==> src/rtl/adc_chan_sequencer.sv <==
// Frame sequencer for the bolometer read-out: starts ADC conversions, reads one or two
// channels through the channel switch and streams captured pixels with position markers.
module adc_chan_sequencer #(
   parameter int unsigned ADC_WIDTH    = 14,
   parameter int unsigned PIX_PER_LINE = 320,
   parameter int unsigned LINES        = 240,
   parameter int unsigned CONV_CYCLES  = 16
) (
   input  logic                 clk,
   input  logic                 rst_n,
   input  logic                 frame_start_i,
   input  logic                 numb_chan_i,
   input  logic [ADC_WIDTH-1:0] data_in_i,
   output logic                 adc_conv_o,
   output logic                 number_chan_o,
   output logic                 in_buf_en_o,
   output logic [ADC_WIDTH-1:0] pix_data_o,
   output logic                 pix_valid_o,
   input  logic                 pix_ready_i,
   output logic [8:0]           pix_x_o,
   output logic [7:0]           line_y_o,
   output logic                 line_end_o,
   output logic                 frame_end_o,
   output logic                 busy_o
);

   localparam int unsigned XW = 9;
   localparam int unsigned YW = 8;
   localparam int unsigned CW = 8;

   localparam logic [XW-1:0] X_LAST   = XW'(PIX_PER_LINE - 1);
   localparam logic [YW-1:0] Y_LAST   = YW'(LINES - 1);
   localparam logic [CW-1:0] CNT_LOAD = CW'(CONV_CYCLES - 1);

   typedef enum logic [2:0] {
      S_IDLE,
      S_CONV,
      S_WAIT,
      S_READ,
      S_CAPT,
      S_OUT
   } state_e;

   state_e               state_q;
   logic                 mode_q;
   logic                 ch_q;
   logic [CW-1:0]        cnt_q;
   logic                 adc_conv_q;
   logic                 number_chan_q;
   logic                 in_buf_en_q;
   logic [ADC_WIDTH-1:0] pix_data_q;
   logic                 pix_valid_q;
   logic [XW-1:0]        pix_x_q;
   logic [YW-1:0]        line_y_q;
   logic                 line_end_q;
   logic                 frame_end_q;
   logic                 busy_q;

   logic x_last;
   logic y_last;
   logic hs;

   assign x_last = (pix_x_q == X_LAST);
   assign y_last = (line_y_q == Y_LAST);
   assign hs     = pix_valid_q & pix_ready_i;

   // Outputs are loaded on the transition into the state that owns them.
   always_ff @(posedge clk or negedge rst_n) begin
      if (!rst_n) begin
         state_q       <= S_IDLE;
         mode_q        <= 1'b0;
         ch_q          <= 1'b0;
         cnt_q         <= '0;
         adc_conv_q    <= 1'b0;
         number_chan_q <= 1'b0;
         in_buf_en_q   <= 1'b0;
         pix_data_q    <= '0;
         pix_valid_q   <= 1'b0;
         pix_x_q       <= '0;
         line_y_q      <= '0;
         line_end_q    <= 1'b0;
         frame_end_q   <= 1'b0;
         busy_q        <= 1'b0;
      end else begin
         adc_conv_q  <= 1'b0;
         in_buf_en_q <= 1'b0;
         case (state_q)
            S_IDLE: begin
               if (frame_start_i) begin
                  mode_q     <= numb_chan_i;
                  ch_q       <= 1'b0;
                  pix_x_q    <= '0;
                  line_y_q   <= '0;
                  busy_q     <= 1'b1;
                  adc_conv_q <= 1'b1;
                  state_q    <= S_CONV;
               end
            end
            S_CONV: begin
               cnt_q   <= CNT_LOAD;
               state_q <= S_WAIT;
            end
            S_WAIT: begin
               if (cnt_q == '0) begin
                  number_chan_q <= ch_q;
                  in_buf_en_q   <= 1'b1;
                  state_q       <= S_READ;
               end else begin
                  cnt_q <= cnt_q - CW'(1);
               end
            end
            S_READ: begin
               state_q <= S_CAPT;
            end
            S_CAPT: begin
               pix_data_q    <= data_in_i;
               number_chan_q <= 1'b0;
               pix_valid_q   <= 1'b1;
               line_end_q    <= x_last;
               frame_end_q   <= x_last & y_last;
               state_q       <= S_OUT;
            end
            S_OUT: begin
               if (hs) begin
                  pix_valid_q <= 1'b0;
                  line_end_q  <= 1'b0;
                  frame_end_q <= 1'b0;
                  // Second channel was converted together with the first: read it directly.
                  if (mode_q && !ch_q) begin
                     ch_q          <= 1'b1;
                     pix_x_q       <= pix_x_q + XW'(1);
                     number_chan_q <= 1'b1;
                     in_buf_en_q   <= 1'b1;
                     state_q       <= S_READ;
                  end else begin
                     ch_q <= 1'b0;
                     if (x_last) begin
                        pix_x_q <= '0;
                        if (y_last) begin
                           line_y_q <= '0;
                           busy_q   <= 1'b0;
                           state_q  <= S_IDLE;
                        end else begin
                           line_y_q   <= line_y_q + YW'(1);
                           adc_conv_q <= 1'b1;
                           state_q    <= S_CONV;
                        end
                     end else begin
                        pix_x_q    <= pix_x_q + XW'(1);
                        adc_conv_q <= 1'b1;
                        state_q    <= S_CONV;
                     end
                  end
               end
            end
            default: state_q <= S_IDLE;
         endcase
      end
   end

   assign adc_conv_o    = adc_conv_q;
   assign number_chan_o = number_chan_q;
   assign in_buf_en_o   = in_buf_en_q;
   assign pix_data_o    = pix_data_q;
   assign pix_valid_o   = pix_valid_q;
   assign pix_x_o       = pix_x_q;
   assign line_y_o      = line_y_q;
   assign line_end_o    = line_end_q;
   assign frame_end_o   = frame_end_q;
   assign busy_o        = busy_q;

endmodule

==> config.mk <==
export PLATFORM = sky130hd
export DESIGN_NAME = adc_chan_sequencer
export DESIGN_NICKNAME = d
export VERILOG_FILES = /design/src/rtl/adc_chan_sequencer.sv
export SDC_FILE = /design/constraint.sdc
export NUM_CORES = 1
export LEC_CHECK = 0
export ABC_CLOCK_PERIOD_IN_PS = 2800
export BUFFER_PORTS_ARGS = -buffer_cell sky130_fd_sc_hd__buf_2
export CAP_MARGIN = 25
export CORE_MARGIN = 2
export CORE_UTILIZATION = 45
export CTS_CLUSTER_DIAMETER = 80
export CTS_CLUSTER_SIZE = 8
export DETAILED_ROUTE_END_ITERATION = 6
export HOLD_SLACK_MARGIN = 0.03
export PLACE_DENSITY_LB_ADDON = 0.08
export SETUP_SLACK_MARGIN = 0.5
export SYNTH_ARGS = -nofsm -noshare
export SYNTH_HDL_FRONTEND = slang
export SYNTH_SLANG_ARGS = --single-unit
==> constraint.sdc <==
create_clock -name clk -period 2.8 [get_ports clk]
set_clock_uncertainty 0.1 [all_clocks]
set_input_delay 0.84 -clock clk [delete_from_list [all_inputs] [get_ports clk]]
set_output_delay 0.84 -clock clk [all_outputs]
set_load 0.01 [all_outputs]
### Word level (Yosys, flattened, before mapping)

Cells that the tools add are included.

| operators by class | value |
|---|---|
| add/subtract/negate cells | 3 |
| reduce and logical (&&, ||, !) cells | 16 |
| equal/unequal tests | 15 |
| multiplexer cells | 47 |
| bitwise gates (word level) | 2 |

Operators with widths:

| operator | number |
|---|---|
| 2-to-1 mux 8 bit | 6 |
| 2-to-1 mux 9 bit | 4 |
| case mux 8 bit (2 select lines) | 2 |
| 2-to-1 mux 1 bit | 20 |
| case mux 3 bit (6 select lines) | 1 |
| case mux 9 bit (2 select lines) | 1 |
| != test 2 bit (second input constant) | 8 |
| 2-to-1 mux 3 bit | 5 |
| case mux 1 bit (2 select lines) | 7 |
| adder 9 x 1 -> 9 bit (second input constant) | 1 |
| equality test 9 bit (second input constant) | 1 |
| adder 8 x 1 -> 8 bit (second input constant) | 1 |
| equality test 8 bit (second input constant) | 1 |
| zero test 8 bit | 1 |
| subtractor 8 x 1 -> 8 bit (second input constant) | 1 |
| equality test 3 x 2 -> 1 bit (second input constant) | 2 |
| equality test 3 bit (second input constant) | 2 |
| AND reduction 2 bit | 3 |
| AND reduction 3 bit | 2 |
| AND reduction 6 bit | 1 |
| nonzero test 2 bit | 3 |
| AND reduction 5 bit | 1 |
| AND reduction 4 bit | 1 |
| equality test 3 x 1 -> 1 bit (second input constant) | 1 |
| other kinds (6) | 7 |

| word-level totals | value |
|---|---|
| output and inout bits | 38 |
| register bits | 51 |
| word-level logic and storage cells | 97 |
| bits of input ports | 19 |

### Logic depth before layout (Yosys ltp)

| depth | value |
|---|---|
| depth after elaboration | 6 |
| depth in mapped cells | 7 |
| gate-level depth less buffers | 6 |

### Worst setup path before layout

OpenSTA, ideal clock, no wires.

| timing | value |
|---|---|
| path kind | input to register |
| start point | in frame_start_i |
| end point | reg line_y_q[4] (netlist: line_y_o[4]) |
| data required time | 2.568 ns |
| setup time | 0.132 ns |
| stages on the path | 6 |
| buffers on the path | 2 |
| setup slack | 0.543 ns |
| data arrival time | 2.024 ns |
| cells stage by stage | or3b_4 > a21o_1 > buf_6 > buf_2 > o31ai_1 > o31ai_1 |

| between the ends | value |
|---|---|
| cells in the longest elaborated chain, start to end | 2 |

RTL lines:

| item | line | source |
|---|---|---|
| start: declaration | 11 | `input logic frame_start_i,` |
| != test 2 bit (no source line) | n/a |  |
| AND reduction 5 bit (no source line) | n/a |  |
| end signal: assignment | 144 | `line_y_q <= line_y_q + YW'(1);` |
| end: declaration | 54 | `logic [YW-1:0] line_y_q;` |

No other way between the ends.
A chain may end at the register's enable or synchronous reset.

### Final worst setup path

| timing | value |
|---|---|
| start point | in frame_start_i |
| end point | reg pix_x_q[7] (netlist: pix_x_o[7]) |

| between the ends | value |
|---|---|
| cells in the longest elaborated chain, start to end | 2 |

RTL lines:

| item | line | source |
|---|---|---|
| != test 2 bit (no source line) | n/a |  |
| AND reduction 3 bit (no source line) | n/a |  |
| end signal: assignment | 131 | `pix_x_q <= pix_x_q + XW'(1);` |
| end signal: assignment | 149 | `pix_x_q <= pix_x_q + XW'(1);` |
| end: declaration | 53 | `logic [XW-1:0] pix_x_q;` |

No other way between the ends.

==> key figures <==
Detailed routing
  • First DRT Iteration DRCs: 102
  • Vias per inst: 5.50
  • DRT Wirelength: 5720 um
  • Routed len/inst: 14.5 um
  • Vias: 2166
  • DR DRC count: 0
  • Drt pass-1 iters: 4
  • Final ANT Viol Nets: 0

Clocking
  • Clock Tree Buf Depth: 2
  • CTS Buf Count: 5
  • H-tree lvl count: 2
  • CTS tree: yes
  • Post-CTS Setup Inserts: 0
  • Worst-path clk slew: 0.10 ns
  • Root Buffer: clkbuf_8
  • CTS sink cnt: 51
  • Worst-Skew Late Latency: 0.30 ns
  • Post-CTS Hold Fix Bufs: 0

STA
  • Final Setup Violations: 0
  • Setup Total Neg Slack: 0 ns
  • Slew headroom: 56.5%
  • Measured slew at the worst slew-check pin: 0.652 ns
  • Period utilisation layout: 79.5%
  • Min Tclk post-route: 2.22 ns
  • Hold Vio Cnt, Final: 0
  • RSZ-0062 raised after global routing: no
  • Final hold slack: 0.378 ns
  • Peak Freq: 449 MHz
  • Fin. max-slew vios: 0

Placement
  • Gpl congestion: 0.795
  • HPWL after DPL: 4050 um
  • I/O Buffers: 56

Worst setup path
  • Critical Path Fanout Max: 21
  • Delay-heaviest family, CP: simple AND/OR/NAND/NOR gates
  • Crit path buf inv count: 1
  • Critical path class: in -> reg
  • Critical path capture point type: register
  • Largest stage delay on the critical path: 0.43 ns
  • Critical path arrival: 2.36 ns
  • Worst setup SP type: input port
  • Critical-path cell list: buf_2 > or3b_4 > a21o_1 > or3_1 > a21oi_1
  • Slowest-stage cell, CP: or3_1
  • CP required: 2.93 ns

Global routing
  • Largest net degree at the start of global routing: 27
  • Met2 Use GR: 28.7%
  • Grt ovf: 0
  • Routing usage on met3: 4.66%
  • Initial antenna violation count: 0
  • Vias in the first global route: 1969
  • Wire length of the first global-routing pass: 9540 um
  • Total Routing Usage GR: 19.6%
  • Met1 GRT Util: 28.9%
  • GRT busiest layer: met1

Floorplan
  • DIE AREA: 6210 sq um
  • DIE HEIGHT: 78.8 um
  • Row cnt: 27
  • Die Wd: 78.8 um
  • Core area: 5440 sq um
  • Initial core utilization: 46.3%
  • # IOs: 57

Run
  • Max-Cap Viols: 0

Hold path
  • Hold WC Path Type: reg -> reg

Yosys
  • Ys async rst share: 100%
  • Primary FF master, synth: dfrtp_1
  • Register area share after synthesis: 50.7%
  • Seq cells post-synth: 51
  • Number of synthesized flops with an enable pin: 0
  • Area leader, netlist: dfrtp_1
  • Area share of the largest cell type after synthesis: 50.7%
  • Area contributors post-synth: dfrtp_1, nand2_1, o21ai_0
  • Synth Net Count: 287
  • Post-synth cell types: 56
  • Mapped Cells: 265
  • Syn. warnings: 0
  • Mapped Avg Cell Area: 9.49 sq um
  • Area of the mapped netlist: 2520 sq um

Pwr
  • Pleak: 1.43 nW
  • PwrDens: 816 nW/um^2
  • VDD IR-drop max: 0.406 mV

Layout
  • Area Overhead vs Synth: 18.8%
  • Inserted Diodes: 0
  • Share of layout cells above drive strength 1: 25.8%
  • Final nets: 343

Run status
  • Run status: complete, no violations
state kept, by name (all words and copies together) (netlist names):
name           flops
busy_o             1
in_buf_en_o        1
number_chan_o      1
cnt_q              8
frame_end_o        1
line_end_o         1
line_y_o           8
pix_valid_o        1
mode_q             1
adc_conv_o         1
ch_q               1
pix_x_o            9
pix_data_o        14
state_q            3
cell usage after synthesis, types with 3 or more instances:
| cell type | count |
|---|---|
| clkbuf_1 | 7 |
| nand3_1 | 11 |
| nor2_1 | 7 |
| o31ai_1 | 7 |
| or3_1 | 6 |
| nand4_1 | 7 |
| xnor2_1 | 3 |
| mux2i_1 | 3 |
| dfrtp_1 | 51 |
| and3_1 | 4 |
| ha_1 | 3 |
| inv_1 | 5 |
| and2_1 | 3 |
| o211ai_1 | 3 |
| nor3_1 | 6 |
| o21ai_0 | 16 |
| nand2_1 | 63 |
| buf_2 | 3 |
| a21oi_1 | 12 |
layout by cell type (no fill, tap or decap), types with 3 or more instances in the layout:
master	n
o31ai_1	7
nor2_1	7
dfrtp_1	49
ha_1	3
clkbuf_8	5
xnor2_1	3
o211ai_1	3
nor3_1	6
a21oi_1	12
buf_4	5
buf_2	56
or3_1	6
inv_1	5
nand2_1	63
nand3_1	11
mux2i_1	3
and2_1	3
o21ai_0	16
and3_1	4
nand4_1	7
worst paths after layout:
path / startpoint / to / slack (ns) / depth (start not counted)
max: frame_start_i / pix_x_o[7] / 0.58 / 5
min: pix_data_o[1] / pix_data_o[1] / 0.38 / 2
max reg2reg: pix_x_o[0] / line_y_o[2] / 0.64 / 6
min reg2reg: pix_data_o[1] / pix_data_o[1] / 0.38 / 2
max in group asynchronous: rst_n / state_q[2] / 1.56 / 2
min in group asynchronous: rst_n / pix_x_o[8] / 0.43 / 1
cell families (layout without fill, tap and decap cells):
family | count (synthesis) | in the layout | synth area share, %
AOI/OAI and AO/OA | 61 | 61 | 16.8
xor gates and xnor gates | 4 | 4 | 1.39
adders and majority gates | 3 | 3 | 1.49
buffers and inverters | 17 | 74 | 3.28
DFF | 51 | 51 | 50.7
muxes | 3 | 3 | 1.19
and+or+nand+nor | 126 | 126 | 25.2
power by group:
part	switching [mW]	internal [mW]
Clock	0.265	0.271
Combinational	0.486	0.319
Sequential	0.178	0.922
layer usage:
metal / part of all wire, % / routed length (um)
met1: 51 / 2890
met4: 0.75 / 43
met5: 0 / 0
met3: 4.7 / 266
met2: 44 / 2510
what timing repair did:
item / in CTS / in global routing
endpoints found under the setup margin: 0 / 14
endpoints found under the hold margin: 0 / 0
resized for setup: 0 / 4
final cells by class:
class	instances	area (sq um)
Clock buffer	5	68.8
Clock inverter	3	47.5
Fill cell	520	2450
Inverter	5	18.8
Multi-Input combinational cell	197	1170
Sequential cell	51	1280
Tap cell	72	90.1
Timing Repair Buffer	61	318
tightest hold or removal path: stages (launching register included):
cell     delay (ns)
dfrtp_1        0.35
nand2_1        0.05
nand2_1        0.05
per-stage QoR:
stage / worst slack [ns] / std cells / power, mW / cell area [sq um] / utilization (%)
after floorplan: 0.543 / 265 / 1.64 / 2520 / -
after global placement: 0.254 / 386 / 1.90 / 2860 / 52.6
after detailed placement: 0.231 / 386 / 1.92 / 2860 / 52.6
after CTS: 0.555 / 394 / 2.45 / 2980 / 54.7
after global routing: 0.501 / 394 / 2.62 / 2990 / 55.0
final: 0.575 / 394 / 2.44 / 2990 / 55.0
Power figures use the tool's default switching activity.
